[src/rtl/fetch_unit.sv]
// fetch_unit: instruction fetch FSM feeding a 2-entry {pc, inst} buffer toward decode.
module fetch_unit #(
  parameter logic [31:0] RESET_PC = 32'h0000_0000
) (
  input  logic        clk,
  input  logic        rst,
  input  logic        redirect_valid,
  input  logic [31:0] redirect_pc,
  input  logic        halt,
  output logic        ce,
  output logic [31:0] addr,
  input  logic [31:0] inst,
  output logic        out_valid,
  input  logic        out_ready,
  output logic [31:0] out_pc,
  output logic [31:0] out_inst,
  output logic        fault,
  output logic [31:0] fetch_count
);
  typedef enum logic [1:0] {IDLE, FETCH, HALTED, FAULT} state_t;
  state_t state, state_nx;
  logic [31:0] pc;
  logic [1:0] count;
  logic head;
  logic [31:0] pc_q [2];
  logic [31:0] inst_q [2];
  logic push, pop, tail;
  assign ce = state == FETCH && count < 2'd2 && !redirect_valid;
  assign push = ce;
  assign pop = out_valid && out_ready && !redirect_valid;
  assign tail = head ^ count[0];
  assign addr = pc;
  assign out_valid = count != 2'd0;
  assign out_pc = pc_q[head];
  assign out_inst = inst_q[head];
  assign fault = state == FAULT;
  // Redirect outranks halt; only reset leaves FAULT.
  always_comb begin
    state_nx = redirect_valid ? ((state == FAULT || |redirect_pc[1:0]) ? FAULT : FETCH)
             : state == FAULT ? FAULT
             : (halt && state != IDLE) ? HALTED : FETCH;
  end
  always_ff @(posedge clk or posedge rst) begin
    if (rst) begin
      state <= IDLE;
      pc <= RESET_PC;
      count <= 2'd0;
      head <= 1'b0;
      fetch_count <= 32'd0;
      pc_q[0] <= 32'd0;
      pc_q[1] <= 32'd0;
      inst_q[0] <= 32'd0;
      inst_q[1] <= 32'd0;
    end else begin
      state <= state_nx;
      if (redirect_valid) begin
        pc <= redirect_pc;
        count <= 2'd0;
        head <= 1'b0;
      end else begin
        count <= count + {1'b0, push} - {1'b0, pop};
        if (pop) head <= ~head;
        if (push) begin
          pc <= pc + 32'd4;
          fetch_count <= fetch_count + 32'd1;
          pc_q[tail] <= pc;
          inst_q[tail] <= inst;
        end
      end
    end
  end
endmodule

[config.mk]
export PLATFORM = sky130hd
export DESIGN_NAME = fetch_unit
export DESIGN_NICKNAME = d
export VERILOG_FILES = /design/src/rtl/fetch_unit.sv
export SDC_FILE = /design/constraint.sdc
export NUM_CORES = 1
export LEC_CHECK = 0
export CORE_MARGIN = 3
export CORE_UTILIZATION = 50
export CTS_BUF_LIST = sky130_fd_sc_hd__clkbuf_16
export CTS_CLUSTER_SIZE = 8
export DETAILED_ROUTE_END_ITERATION = 12
export PLACE_DENSITY = 0.79
export SLEW_MARGIN = 20
export SYNTH_ARGS = -nofsm -noshare
export SYNTH_HDL_FRONTEND = slang
export SYNTH_SLANG_ARGS = --single-unit
[constraint.sdc]
create_clock -name clk -period 7.8 [get_ports clk]
set_input_delay 1.56 -clock clk [delete_from_list [all_inputs] [get_ports clk]]
set_output_delay 1.56 -clock clk [all_outputs]
set_load 0.1 [all_outputs]
Word level (Yosys, flattened, before mapping)
Index checks and enable logic that the tools add are counted.
{ "totals": {"in_bits": 69, "out_inout_bits": 131, "reg_bits": 197} }
{ "op_classes": {"order_cmp": 4, "n_addsub": 4, "n_mux": 19, "bitwise_logic": 5, "eq_ne": 2, "n_reduce_logical": 14} }
{ "op_table": {"columns": ["operator", "n"], "rows": [
  ["$mux W32", 9],
  ["$bwmux W64", 2],
  ["$add A32 B1 Y32 const B", 1],
  ["$add A32 B3 Y32 const B", 1],
  ["$demux W32 S1", 1],
  ["$mux W2", 5],
  ["$reduce_bool A2 Y1", 4],
  ["$logic_and A1 B1 Y1", 6],
  ["$ge A2 B2 Y1 const B", 2],
  ["$not A1 Y2", 2],
  ["$add A2 B1 Y2", 1],
  ["$eq A2 B1 Y1 const B", 1],
  ["$eq A2 B2 Y1 const B", 1],
  ["$lt A2 B1 Y1 const B", 1],
  ["$lt A2 B2 Y1 const B", 1],
  ["$mux W1", 2],
  ["$not A1 Y1", 2],
  ["$reduce_and A2 Y1", 1],
  ["$reduce_or A2 Y1", 1],
  ["$sub A2 B1 Y2", 1],
  ["$logic_not A1 Y1", 1],
  ["$logic_or A1 B1 Y1", 1],
  ["$xor A1 B1 Y1", 1]
]} }

Logic depth before layout (Yosys ltp)
{ "logic_depth": {"word_depth": 7, "mapped_depth": 9} }

Worst setup path before layout
No wires, ideal clock.
{ "synth_timing": {"path_type": "input -> output", "startpoint": "in redirect_valid", "endpoint": "out ce", "path_stages": 2, "path_slack_ps": 3934, "n_path_buf": 1, "arrival_ps": 2306, "cell_sequence": "clkbuf_1 -> nor2_4"} }
{ "synth_between": {"elab_chain_len": 2} }
{ "synth_rtl": {"columns": ["item", "line", "rtl"], "rows": [
  ["start: declaration", "7", "input logic redirect_valid,"],
  ["$logic_not A1 Y1", "28", "assign ce = state == FETCH && count < 2'd2 && !redirect_valid;"],
  ["$logic_and A1 B1 Y1", "28", null],
  ["end: declaration", "10", "output logic ce,"]
]} }
Every way passes these cells.

Final worst setup path
Same ends and word-level chain as after synthesis.

==> impl_metrics.ini <==
[clock_network]
clock-root-buffer = clkbuf_16
clock-sinks = 197
clk_pin_slew_ns = 0.08
cts_made_buffers = 17
ctsResizeCount = 0
cts_tree = done
htreeDepth = 4
post_cts_buffers = 0
clk_latency_ns = 0.43
ctsLongestPathBuffers = 2
cts_hold_buf = 0

[finish]
multi_input_area_um2 = 4118
syn_to_final_growth_pct = 29.35
n_fill_cell = 1377
regArea_um2 = 4933
drive_above_1_share_pct = 26.14
finish.net_count = 963
antenna_cells = 0

[sta]
clock-skew-final_ns = 0.01347
fin_crit_sh_pct = 67.54
worst_pin_slew_ns = 1.030
holdWs_ns = 0.4738
final-max-slew-violation-count = 0
fmax_mhz = 189.8
slew_headroom_pct = 31.13
finalSetupTns_ns = 0
rsz0062_at_grt = no
setup_viol = 0
fin_crit_ns = 5.268
hold_violations = 0

[routing]
routed_via_density = 5.516
wl_per_cell_um = 18.64
vias = 6244
ant_nets = 0
drtIter0Drc = 317
routed_wl_mm = 21.10
firstDrtPassIters = 5
drc = 0

[power_and_ir_drop]
p_leak_nw = 5.397
p_per_area_nw_per_um2 = 272.8
irDropWorstVdd_mv = 0.1961

[floorplanning]
rows = 49
coreArea_um2 = 18090
start_util_pct = 51.14
die_x_um = 142.0
dieArea_um2 = 20170
ioPinCount = 200
die_h_um = 142.0

[global_routing]
grt_pass1_wl_mm = 34.06
grt_max_degree = 142
grt-ovfl-total = 0
antenna_found_initial = 0
grtUsageTotal_pct = 21.06
grt_pass1_vias = 6476

[worst_setup_path]
crit_type = in -> out
cp_max_fo = 45
cp-end-kind = output pin
cp.required_ns = 6.24
cp.arrival_ns = 3.71
reg2reg_depth = 4
start_kind = input port

[job]
max_cap_viol_count = 0

[synth]
synth_ff_type = dfrtp_1
synth_area_leaders = dfrtp_1 (53%), mux2_2 (18%), mux2_4 (7.8%), xnor2_1 (2.2%), xor2_1 (2.2%)
netlist.area_leader.share_pct = 53.29
synth_seq_area_share_pct = 53.29
synth-seq-cells = 197
async_flop_share_pct = 100.0
yosysMostFrequentCell = dfrtp_1
synth.avg_cell_area_um2 = 13.12
synthTopCellsByCount = dfrtp_1 (197), mux2_2 (146), mux2_4 (48)
synth-edff-count = 0
synth.yosys.warnings = 0
synth.distinct_cells = 39
yosysTopAreaCell = dfrtp_1
synth_area_um2 = 9250
syn-num-nets = 778
postSynthCellCount = 705

[min_path]
hold_depth = 1
hold_path.class = reg -> reg

[placement]
gp_congestion = 0.7861
hpwl_mm = 13.72
port_buffers = 199

[run_status]
status = completed
[worst paths after layout]
path / endpoint / start / slack (ns)
worst max register to register: pc_q[30] / head / 4.67
worst min register to register: fetch_count[31] / fetch_count[31] / 0.47
worst max-delay path: ce / redirect_valid / 2.53
min in group asynchronous: inst_q[44] / rst / 1.74
max in group asynchronous: inst_q[45] / rst / 4.69
worst min-delay path: fetch_count[31] / fetch_count[31] / 0.47
[sequential cells by signal, indices dropped and copies added (netlist names)]
register and flops:
addr 32, count 2, fetch_count 32, head 1, inst_q 64, pc_q 64
state 2
[worst max-delay path: stages]
cell and delay, ns:
clkdlybuf4s50_1 0.41, buf_4 0.28, nor2_4 0.26, clkdlybuf4s50_1 1.19
[routing by layer]
| layer | up-vias | track usage (%) | share of wire, % |
|---|---|---|---|
| li1 | 2931 | - | - |
| met1 | 3127 | 29.70 | 47 |
| met2 | 168 | 33.54 | 47 |
| met3 | 18 | 4.133 | 4.7 |
| met4 | 0 | 5.960 | 1.2 |
| met5 | - | 0 | 0 |
[metrics by stage]
step	instances	power, mW	util [%]	worst slack [ns]	cell area (µm²)
6_report	1132	3.264	66.16	2.532	11970
5_1_grt	1132	3.382	66.16	2.456	11970
4_1_cts	1132	3.291	66.16	2.528	11970
3_5_place_dp	1100	2.421	63.00	2.524	11390
3_3_place_gp	1100	2.406	63.00	2.549	11390
2_1_floorplan	705	2.116	-	0.8710	9250
[cell usage in the layout, fill, tap and decap left out, drive strengths merged, types with 14 or more instances in the layout]
| cell | count |
|---|---|
| a31oi | 14 |
| clkbuf | 17 |
| clkdlybuf4s50 | 199 |
| dfrtp | 197 |
| mux2 | 194 |
| nand2 | 36 |
| nand3 | 25 |
| nand4 | 19 |
| nor2 | 23 |
| o21ai | 17 |
| or4 | 16 |
| xnor2 | 23 |
| xor2 | 23 |
[cell families (layout without fill, tap and decap cells)]
logic type	count (synthesis)	in the layout	synth area share, %
flops	197	197	53.29
fa+ha+maj	4	4	0.5411
compound gates	48	48	3.287
xor+xnor	46	46	4.355
simple gates	171	171	10.46
buf+inv	44	242	2.394
mux	195	195	25.67
[area by class of cell]
type / count / area share [%]
timing repair buffer: 203 / 16.90
clock inverter: 15 / 1.223
clock buffer: 17 / 3.555
tap: 229 / 2.395
inverter: 7 / 0.2823
multi-input combinational: 464 / 34.41
sequential: 197 / 41.23
[report_power, final]
group	leakage, nW	internal, mW	switching (mW)
Sequential	2.55	1.14	0.0848
Combinational	2.57	0.336	0.835
Clock	0.274	0.449	0.416
Total	5.40	1.93	1.34
(Power assumes the default switching activity.)
